===== config.mk =====
export PLATFORM = sky130hd
export DESIGN_NAME = life_engine
export DESIGN_NICKNAME = d
export VERILOG_FILES = /design/src/rtl/life_pkg.sv /design/src/rtl/life_next.sv /design/src/rtl/life_engine.sv
export SDC_FILE = /design/constraint.sdc
export NUM_CORES = 2
export LEC_CHECK = 0
export BUFFER_PORTS_ARGS = -buffer_cell sky130_fd_sc_hd__buf_4
export CORE_ASPECT_RATIO = 0.75
export CORE_MARGIN = 1
export CORE_UTILIZATION = 25
export DETAILED_ROUTE_END_ITERATION = 10
export PLACE_DENSITY = 0.44
export SLEW_MARGIN = 30
export SYNTH_ARGS = -nofsm -noshare
export SYNTH_HDL_FRONTEND = slang
export SYNTH_SLANG_ARGS = --single-unit

===== constraint.sdc =====
create_clock -name clk -period 19.4 [get_ports clk]
set_input_delay 0.97 -clock clk [delete_from_list [all_inputs] [get_ports clk]]
set_output_delay 0.97 -clock clk [all_outputs]
set_load 0.005 [all_outputs]

===== src/rtl/life_pkg.sv =====
// Shared types and helpers for the Game-of-Life engine.
// Provides the FSM state enum and the flat cell index function.
package life_pkg;

    typedef enum logic [1:0] {
        IDLE = 2'd0,
        RUN  = 2'd1,
        STEP = 2'd2,
        HALT = 2'd3
    } life_state_t;

    // Cell (r,c) lives at bit r*cols+c of a flattened grid.
    function automatic int cell_idx(input int r, input int c, input int cols);
        return r * cols + c;
    endfunction

endpackage


===== src/rtl/life_next.sv =====
// Combinational B3/S23 next-generation logic for a ROWS x COLS grid.
// Ports: grid_in (current cells), wrap (1 = toroidal edges), grid_out
// (next generation), eq (grid_out == grid_in), zero (grid_out all dead).
module life_next
    import life_pkg::*;
#(
    parameter int ROWS = 16,
    parameter int COLS = 16
) (
    input  logic [ROWS*COLS-1:0] grid_in,
    input  logic                 wrap,
    output logic [ROWS*COLS-1:0] grid_out,
    output logic                 eq,
    output logic                 zero
);

    for (genvar r = 0; r < ROWS; r++) begin : g_row
        for (genvar c = 0; c < COLS; c++) begin : g_col
            logic [8:0] nb;
            logic [3:0] cnt;

            // Neighbour k covers offsets (k/3-1, k%3-1); k==4 is the cell itself.
            for (genvar k = 0; k < 9; k++) begin : g_nb
                localparam int RR = r + k / 3 - 1;
                localparam int CC = c + k % 3 - 1;
                localparam int RW = (RR + ROWS) % ROWS;
                localparam int CW = (CC + COLS) % COLS;
                localparam bit INSIDE = (RR >= 0) && (RR < ROWS) &&
                                        (CC >= 0) && (CC < COLS);
                if (k == 4) begin : g_self
                    assign nb[k] = 1'b0;
                end else if (INSIDE) begin : g_in
                    assign nb[k] = grid_in[cell_idx(RW, CW, COLS)];
                end else begin : g_edge
                    // Off-grid neighbour only counts when the grid wraps.
                    assign nb[k] = grid_in[cell_idx(RW, CW, COLS)] & wrap;
                end
            end

            always_comb begin
                cnt = '0;
                for (int i = 0; i < 9; i++) begin
                    cnt = cnt + {3'b000, nb[i]};
                end
            end

            assign grid_out[cell_idx(r, c, COLS)] =
                (cnt == 4'd3) |
                ((cnt == 4'd2) & grid_in[cell_idx(r, c, COLS)]);
        end
    end

    assign eq   = (grid_out == grid_in);
    assign zero = ~|grid_out;

endmodule


===== src/rtl/life_engine.sv =====
// Game-of-Life generation engine: grid register, generation counter,
// halt-cause flags and the IDLE/RUN/STEP/HALT control FSM.
// Inputs: clk, reset (async), clear, load, seed, start, step, stop, wrap,
// max_gen. Outputs: grid, gen_count, running, done, stable, extinct.
module life_engine
    import life_pkg::*;
#(
    parameter int ROWS  = 16,
    parameter int COLS  = 16,
    parameter int CNT_W = 16
) (
    input  logic                 clk,
    input  logic                 reset,
    input  logic                 clear,
    input  logic                 load,
    input  logic [ROWS*COLS-1:0] seed,
    input  logic                 start,
    input  logic                 step,
    input  logic                 stop,
    input  logic                 wrap,
    input  logic [CNT_W-1:0]     max_gen,
    output logic [ROWS*COLS-1:0] grid,
    output logic [CNT_W-1:0]     gen_count,
    output logic                 running,
    output logic                 done,
    output logic                 stable,
    output logic                 extinct
);

    localparam int N = ROWS * COLS;

    life_state_t state_q, state_d;

    logic [N-1:0]     grid_q, grid_d;
    logic [CNT_W-1:0] cnt_q, cnt_d;
    logic             done_q, done_d;
    logic             stable_q, stable_d;
    logic             extinct_q, extinct_d;

    logic [N-1:0]     nxt;
    logic             nxt_eq;
    logic             nxt_zero;
    logic [CNT_W:0]   cnt_p1;
    logic [CNT_W-1:0] cnt_inc;
    logic             limit_hit;
    logic             do_upd;

    life_next #(
        .ROWS (ROWS),
        .COLS (COLS)
    ) u_next (
        .grid_in  (grid_q),
        .wrap     (wrap),
        .grid_out (nxt),
        .eq       (nxt_eq),
        .zero     (nxt_zero)
    );

    // Counter saturates at all-ones; the carry-out marks the wrap point.
    assign cnt_p1  = {1'b0, cnt_q} + {{CNT_W{1'b0}}, 1'b1};
    assign cnt_inc = cnt_p1[CNT_W] ? cnt_q : cnt_p1[CNT_W-1:0];

    // Once gen_count >= max_gen the equality can never hold again, so a
    // start issued past the limit naturally runs unbounded.
    assign limit_hit = (max_gen != '0) && (cnt_p1 == {1'b0, max_gen});

    always_comb begin
        state_d   = state_q;
        grid_d    = grid_q;
        cnt_d     = cnt_q;
        done_d    = done_q;
        stable_d  = stable_q;
        extinct_d = extinct_q;
        do_upd    = 1'b0;

        if (clear) begin
            state_d   = IDLE;
            grid_d    = '0;
            cnt_d     = '0;
            done_d    = 1'b0;
            stable_d  = 1'b0;
            extinct_d = 1'b0;
        end else begin
            unique case (state_q)
                IDLE, HALT: begin
                    if (load) begin
                        state_d   = IDLE;
                        grid_d    = seed;
                        cnt_d     = '0;
                        done_d    = 1'b0;
                        stable_d  = 1'b0;
                        extinct_d = 1'b0;
                    end else if (start) begin
                        state_d   = RUN;
                        done_d    = 1'b0;
                        stable_d  = 1'b0;
                        extinct_d = 1'b0;
                    end else if (step) begin
                        state_d   = STEP;
                        done_d    = 1'b0;
                        stable_d  = 1'b0;
                        extinct_d = 1'b0;
                    end
                end
                RUN: begin
                    if (stop) begin
                        state_d = HALT;
                    end else begin
                        do_upd = 1'b1;
                    end
                end
                STEP: begin
                    do_upd  = 1'b1;
                    state_d = HALT;
                end
                default: state_d = IDLE;
            endcase

            if (do_upd) begin
                grid_d    = nxt;
                cnt_d     = cnt_inc;
                stable_d  = stable_q | nxt_eq;
                extinct_d = extinct_q | nxt_zero;
                done_d    = done_q | limit_hit;
                // Halt cause lands on the same edge as the update it flags.
                if (stable_d | extinct_d | done_d) begin
                    state_d = HALT;
                end
            end
        end
    end

    always_ff @(posedge clk or posedge reset) begin
        if (reset) begin
            state_q   <= IDLE;
            grid_q    <= '0;
            cnt_q     <= '0;
            done_q    <= 1'b0;
            stable_q  <= 1'b0;
            extinct_q <= 1'b0;
        end else begin
            state_q   <= state_d;
            grid_q    <= grid_d;
            cnt_q     <= cnt_d;
            done_q    <= done_d;
            stable_q  <= stable_d;
            extinct_q <= extinct_d;
        end
    end

    assign grid      = grid_q;
    assign gen_count = cnt_q;
    assign running   = (state_q == RUN);
    assign done      = done_q;
    assign stable    = stable_q;
    assign extinct   = extinct_q;

endmodule


# Word-level counts from Yosys, hierarchy flattened
# Cells that the tools add are included.
[op_classes]
add_sub_neg = 1793
n_eq_ne = 518
mux = 30
bitwise = 577
reduce_logical = 12
[op_table]
columns = ["operator", "count"]
rows = [
  ["adder 4 x 1 -> 4 bit", 1536],
  ["== test 4 x 2 -> 1 bit, second input constant", 512],
  ["two-way mux 256 bit", 4],
  ["adder 1 x 1 -> 2 bit", 256],
  ["bitwise AND 1 bit", 316],
  ["OR 1 bit", 261],
  ["== test 256 bit", 1],
  ["OR reduction 256 bit", 1],
  ["two-way mux 16 bit", 5],
  ["adder 16 x 1 -> 17 bit, second input constant", 1],
  ["== test 17 x 16 -> 1 bit", 1],
  ["nonzero test 16 bit", 1],
  ["two-way mux 2 bit", 7],
  ["two-way mux 1 bit", 12],
  ["case mux 2 bit (3 select lines)", 1],
  ["nonzero test 3 bit", 2],
  ["nonzero test 5 bit", 1],
  ["== test 2 bit, second input constant", 2],
  ["AND reduction 2 bit", 2],
  ["!= test 3 bit, second input constant", 1],
  ["AND reduction 3 bit", 1],
  ["== test 2 x 1 -> 1 bit, second input constant", 1],
  ["zero test 2 bit", 1],
  ["case mux 1 bit (2 select lines)", 1],
  ["other kinds (3)", 3],
]
[totals]
ff_bits = 277
in_bits = 280

# Depth between registers and ports, before layout
[depth]
word_depth = 19
mapped_depth = 22

# Cells and area by module
# From an unflattened synthesis, not the netlist that was laid out.
[hier_totals]
hier_cells = 6744
hier_area_um2 = 60869.6
[modules_own_cells]
columns = ["mod", "n_inst", "cells_per_inst", "area_each_um2", "seq_area_each_um2"]
rows = [
  ["life_next", 1, 5105, 47038.9, 0.0],
  ["life_engine", 1, 1639, 13830.8, 6931.6],
]

# Worst setup path after synthesis
# OpenSTA, ideal clock, no wires.
[synth_path]
path_type = "input-to-reg"
start = "in wrap"
end = "reg state_q[1]"
setup_time_ps = 82
t_arrival_ps = 5715
setup_slack_ps = 13603
path_stages = 21
path_cell_list = "clkbuf_1 -> clkbuf_1 -> buf_1 -> nand2_1 -> inv_1 -> ha_1 -> inv_1 -> fa_1 -> fa_1 -> inv_1 -> fa_1 -> inv_1 -> fa_1 -> a211o_1 -> a211oi_1 -> xnor2_1 -> nand4_1 -> or4_1 -> nor4_1 -> nand4_1 -> a31oi_1"
[synth_between]
elab_chain_len = 19
elab_cells_between_ends = 659
[synth_rtl]
columns = ["element", "line", "source"]
rows = [
  ["start: declaration", "life_engine.sv:20", "input logic wrap,"],
  ["bitwise AND 1 bit", "life_next.sv:36", "assign nb[k] = grid_in[cell_idx(RW, CW, COLS)] & wrap;"],
  ["adder 1 x 1 -> 2 bit", "life_next.sv:43", "cnt = cnt + {3'b000, nb[i]};"],
  ["adder 4 x 1 -> 4 bit (6 in a row)", "life_next.sv:43", ""],
  ["== test 4 x 2 -> 1 bit", "life_next.sv:49", "((cnt == 4'd2) & grid_in[cell_idx(r, c, COLS)]);"],
  ["bitwise AND 1 bit", "life_next.sv:49", ""],
  ["OR 1 bit", "life_next.sv:48", "(cnt == 4'd3) |"],
  ["OR reduction 256 bit", "life_next.sv:54", "assign zero = ~|grid_out;"],
  ["zero test 1 bit", "life_next.sv:54", ""],
  ["OR 1 bit", "life_engine.sv:123", "extinct_d = extinct_q | nxt_zero;"],
  ["OR 1 bit * (2 in a row)", "life_engine.sv:126", "if (stable_d | extinct_d | done_d) begin"],
  ["two-way mux 2 bit *", "life_engine.sv:126", ""],
  ["two-way mux 2 bit *", "life_engine.sv:119", "if (do_upd) begin"],
  ["two-way mux 2 bit *", "life_engine.sv:76", "if (clear) begin"],
  ["net state_d[1]", "life_engine.sv:32", "life_state_t state_q, state_d;"],
  ["end signal: assignment", "life_engine.sv:142", "state_q <= state_d;"],
  ["end: declaration", "life_engine.sv:32", ""],
]
# The timed path passes the listed nets; every way through them passes the cells marked *.
# A chain may end at the register's enable or synchronous reset.

# Worst setup path in the final report
[layout_path]
start = "reg grid_q[87], in the netlist grid[87]"
end = "reg state_q[1]"
[layout_between]
elab_chain_len = 18
elab_cells_between_ends = 79
[layout_rtl]
columns = ["element", "line", "source"]
rows = [
  ["start: declaration", "life_engine.sv:34", "logic [N-1:0] grid_q, grid_d;"],
  ["start signal: assignment", "life_engine.sv:143", "grid_q <= grid_d;"],
  ["adder 1 x 1 -> 2 bit", "life_next.sv:43", ""],
  ["adder 4 x 1 -> 4 bit (6 in a row)", "life_next.sv:43", ""],
  ["== test 4 x 2 -> 1 bit", "life_next.sv:49", ""],
  ["bitwise AND 1 bit", "life_next.sv:49", ""],
  ["OR 1 bit", "life_next.sv:48", ""],
  ["OR reduction 256 bit", "life_next.sv:54", ""],
  ["zero test 1 bit", "life_next.sv:54", ""],
  ["OR 1 bit", "life_engine.sv:123", ""],
  ["OR 1 bit * (2 in a row)", "life_engine.sv:126", ""],
  ["two-way mux 2 bit *", "life_engine.sv:126", ""],
  ["two-way mux 2 bit *", "life_engine.sv:119", ""],
  ["two-way mux 2 bit *", "life_engine.sv:76", ""],
  ["net state_d[1]", "life_engine.sv:32", ""],
]
# Marked as above.

==> results.py <==
metrics = {
    "worst_hold_path": {
        "hp-class": "in -> async",
    },
    "setup_path": {
        "arrival_ps": 7590,
        "crit_required_ps": 20000,
        "critPathLaunchType": "register",
        "end_kind": "register",
        "worstSetupPathType": "reg -> reg",
        "cp_max_fo": 8,
        "reg2reg_depth": 18,
    },
    "floorplan": {
        "initial_core_util_pct": 25.17,
        "ios": 556,
        "core_um2": 247500,
        "rows": 158,
        "fp.dieH_um": 434.3,
        "die_w_um": 578.4,
        "die_area_um2": 251200,
    },
    "drt": {
        "drcViolationCount": 0,
        "drtIter0Drc": 5394,
        "vias": 55590,
        "drt-vias-per-instance": 4.974,
        "wirelength_um": 327200,
        "first_pass_iters": 6,
        "route.antenna.remaining_nets": 0,
        "avgRoutedWirePerCell_um": 29.28,
    },
    "yosys": {
        "yosys.area.top_type": "fa_1",
        "syn_nets": 9191,
        "synth_top_family_by_area": "adder cells",
        "synth_edf_count": 0,
        "async_flop_share_pct": 100.0,
        "synth_top_area_share_pct": 32.46,
        "yosys_warnings": 0,
        "synth_area_um2": 62290,
        "muxShareOfSynthArea_pct": 3.961,
        "synth-simple-area-share_pct": 13.84,
        "synth_fa_ha_area_share_pct": 47.99,
        "synth-compound-area-share_pct": 8.595,
        "ys_types": 81,
        "yosys_register_bits": 277,
        "avgSynthCellArea_um2": 8.739,
        "ys.flop_type": "dfrtp_1",
        "synth-seq-area-share_pct": 11.13,
        "synth_area_leaders": "fa_1 32%, ha_1 16%, inv_1 11%",
        "synthXorXnorAreaFrac_pct": 2.601,
        "post_synth_inst_count": 7128,
    },
    "global_route": {
        "grt_overflow": 0,
        "grt_max_degree": 93,
        "antenna_found_initial": 25,
        "grt_pass1_wl_um": 447700,
        "grt_pass1_vias": 54820,
        "grt_usage_pct": 25.92,
    },
    "layout": {
        "instances_no_fill": 11180,
        "layout.nets": 9919,
        "drive_above_1_share_pct": 12.51,
        "area_growth_pct": 18.91,
        "nFillCells": 26310,
    },
    "sta": {
        "setup_tns_ps": 0,
        "final_hold_viol_count": 0,
        "max_freq_mhz": 143.0,
        "slew_violations": 0,
        "rsz0062_at_grt": "no",
        "slew_headroom_pct": 20.09,
        "layout_min_cycle_time_ps": 6991,
        "tightest_slew_ps": 1186,
        "setup_viol": 0,
        "clock-skew-final_ps": 44.24,
        "period_share_pct": 36.04,
    },
    "placement": {
        "dp_cells": 11090,
        "port_buffers": 555,
        "gp_congestion": 0.9795,
        "dp_hpwl_um": 278800,
    },
    "clock_tree": {
        "postCtsResizedCells": 0,
        "cts_root_buf": "clkbuf_16",
        "cts_tree": "done",
        "clock_path_buffers": 3,
        "path_clk_slew_ps": 60,
        "hold_buffers": 0,
        "worst_skew_pair.late_latency_ps": 730,
        "cts_made_buffers": 45,
        "cts_sinks": 277,
        "h-tree-depth": 2,
        "post_cts_buffers": 0,
    },
    "power_and_ir_drop": {
        "ir_drop_uv": 86.13,
        "p_leak_uw": 0.03650,
        "power.density_nw_per_um2": 121.9,
    },
    "flow_run": {
        "max_cap_viol_count": 0,
    },
    "run_status": {
        "run_status": "finished, final reports clean",
    },
}
[layer usage]
layer  vias up  wire [µm]  part of all wire (%)  GRT usage [%]
li1      24290          -                     -              -
met1     28640     150300                    46          37.82
met2      2304     135600                    41          37.77
met3       344      30030                   9.2          5.600
met4        10      11280                   3.4          7.865
met5         -         68                 0.021              0
[layout by cell type (no fill, tap or decap), types with 75 or more instances in the layout]
| master | instances |
|---|---|
| nor2_1 | 448 |
| xnor2_1 | 145 |
| ha_1 | 773 |
| buf_4 | 793 |
| a21oi_1 | 110 |
| nand2_1 | 535 |
| inv_1 | 1851 |
| dfrtp_1 | 277 |
| nor4_1 | 81 |
| mux2i_1 | 242 |
| nor2b_1 | 181 |
| fa_1 | 1010 |
| nor3_1 | 158 |
| a31oi_1 | 171 |
| o21ai_0 | 112 |
| or4_1 | 75 |
| o21ai_1 | 277 |
[critical path, cell delays in order, from the launching register on]
cell      delay (ps)
dfrtp_1          720
inv_1            510
fa_1             680
fa_1             420
inv_1             80
fa_1             180
inv_1             60
fa_1             390
a211o_1          280
a211oi_1         480
buf_4            290
xnor2_1          130
buf_4            230
nand3_1          520
nor4_4           640
nand4_1          310
nor4_1           470
nand4_1          230
a31oi_1          210
[metrics by stage]
step	instance area (µm²)	hold slack (ps)	util, %	power, µW	worst slack, ps
2_1_floorplan	62290	501.6	-	4514	10790
3_5_place_dp	72470	476.4	29.28	7937	12250
3_3_place_gp	72190	468.5	29.17	7730	12050
4_1_cts	73980	311.0	29.89	8917	12540
6_report	74070	303.5	29.92	9026	12410
5_1_grt	74050	319.5	29.92	9649	12290
[sequential cells by signal, summed over array words and instances, names as in the netlist]
name / count
grid: 256
gen_count: 16
state_q: 2
done: 1
extinct: 1
stable: 1
[cells in the mapped netlist, drive strengths merged (9+ instances only)]
cell,n
nand2,535
a31oi,172
nor3,197
ha,773
a211oi,66
and3,9
mux2i,242
a21oi,111
o21ai,389
nor2b,181
or4,75
buf,16
nor4,97
xor2,34
nand3b,10
o31ai,13
inv,1855
nand4,73
o21bai,18
a211o,20
or3,12
o22ai,24
xnor2,151
dfrtp,277
clkbuf,101
nand2b,21
nand3,32
a2111oi,26
nor2,448
and2,14
fa,1010
nor3b,16
nor4b,11
or2,21
[final timing paths]
kind                                               to  slack, ps                   from
worst max-delay path             state_q[1]$_DFF_PP0_      12410   grid[87]$_DFFE_PP0P_
worst min-delay path            grid[212]$_DFFE_PP0P_        300                  reset
worst max register to register   state_q[1]$_DFF_PP0_      12410   grid[87]$_DFFE_PP0P_
worst min register to register  grid[140]$_DFFE_PP0P_        490  grid[140]$_DFFE_PP0P_
max in group asynchronous        grid[52]$_DFFE_PP0P_      17110                  reset
min in group clk                grid[140]$_DFFE_PP0P_        490  grid[140]$_DFFE_PP0P_
[cell type report]
type | instances | area (µm²) | share of cell area (%)
clock inverters | 26 | 297.8 | 0.4021
flip-flops and latches | 277 | 6932 | 9.359
multi-input cells | 4879 | 48480 | 65.46
repair buffers | 798 | 6060 | 8.181
diodes | 5 | 12.51 | 0.01689
clock buffers | 56 | 1209 | 1.632
well taps | 3280 | 4104 | 5.541
inverters | 1855 | 6970 | 9.411
[kinds of logic (layout without fill, tap and decap cells)]
group | count (synthesis) | in the layout
AOI/OAI and AO/OA | 892 | 892
xor gates and xnor gates | 185 | 185
adders and majority gates | 1783 | 1783
buffers and inverters | 1972 | 2735
DFF | 277 | 277
muxes | 246 | 246
other | 0 | 5
and+or+nand+nor | 1773 | 1773
[where the power goes]
group	switching, µW	leakage (µW)	internal [µW]	total [µW]
Sequential	214	0.00362	633	847
Combinational	4770	0.0322	2480	7250
Clock	425	0.000718	501	925
No activity file was read; power rests on OpenSTA's default activity.
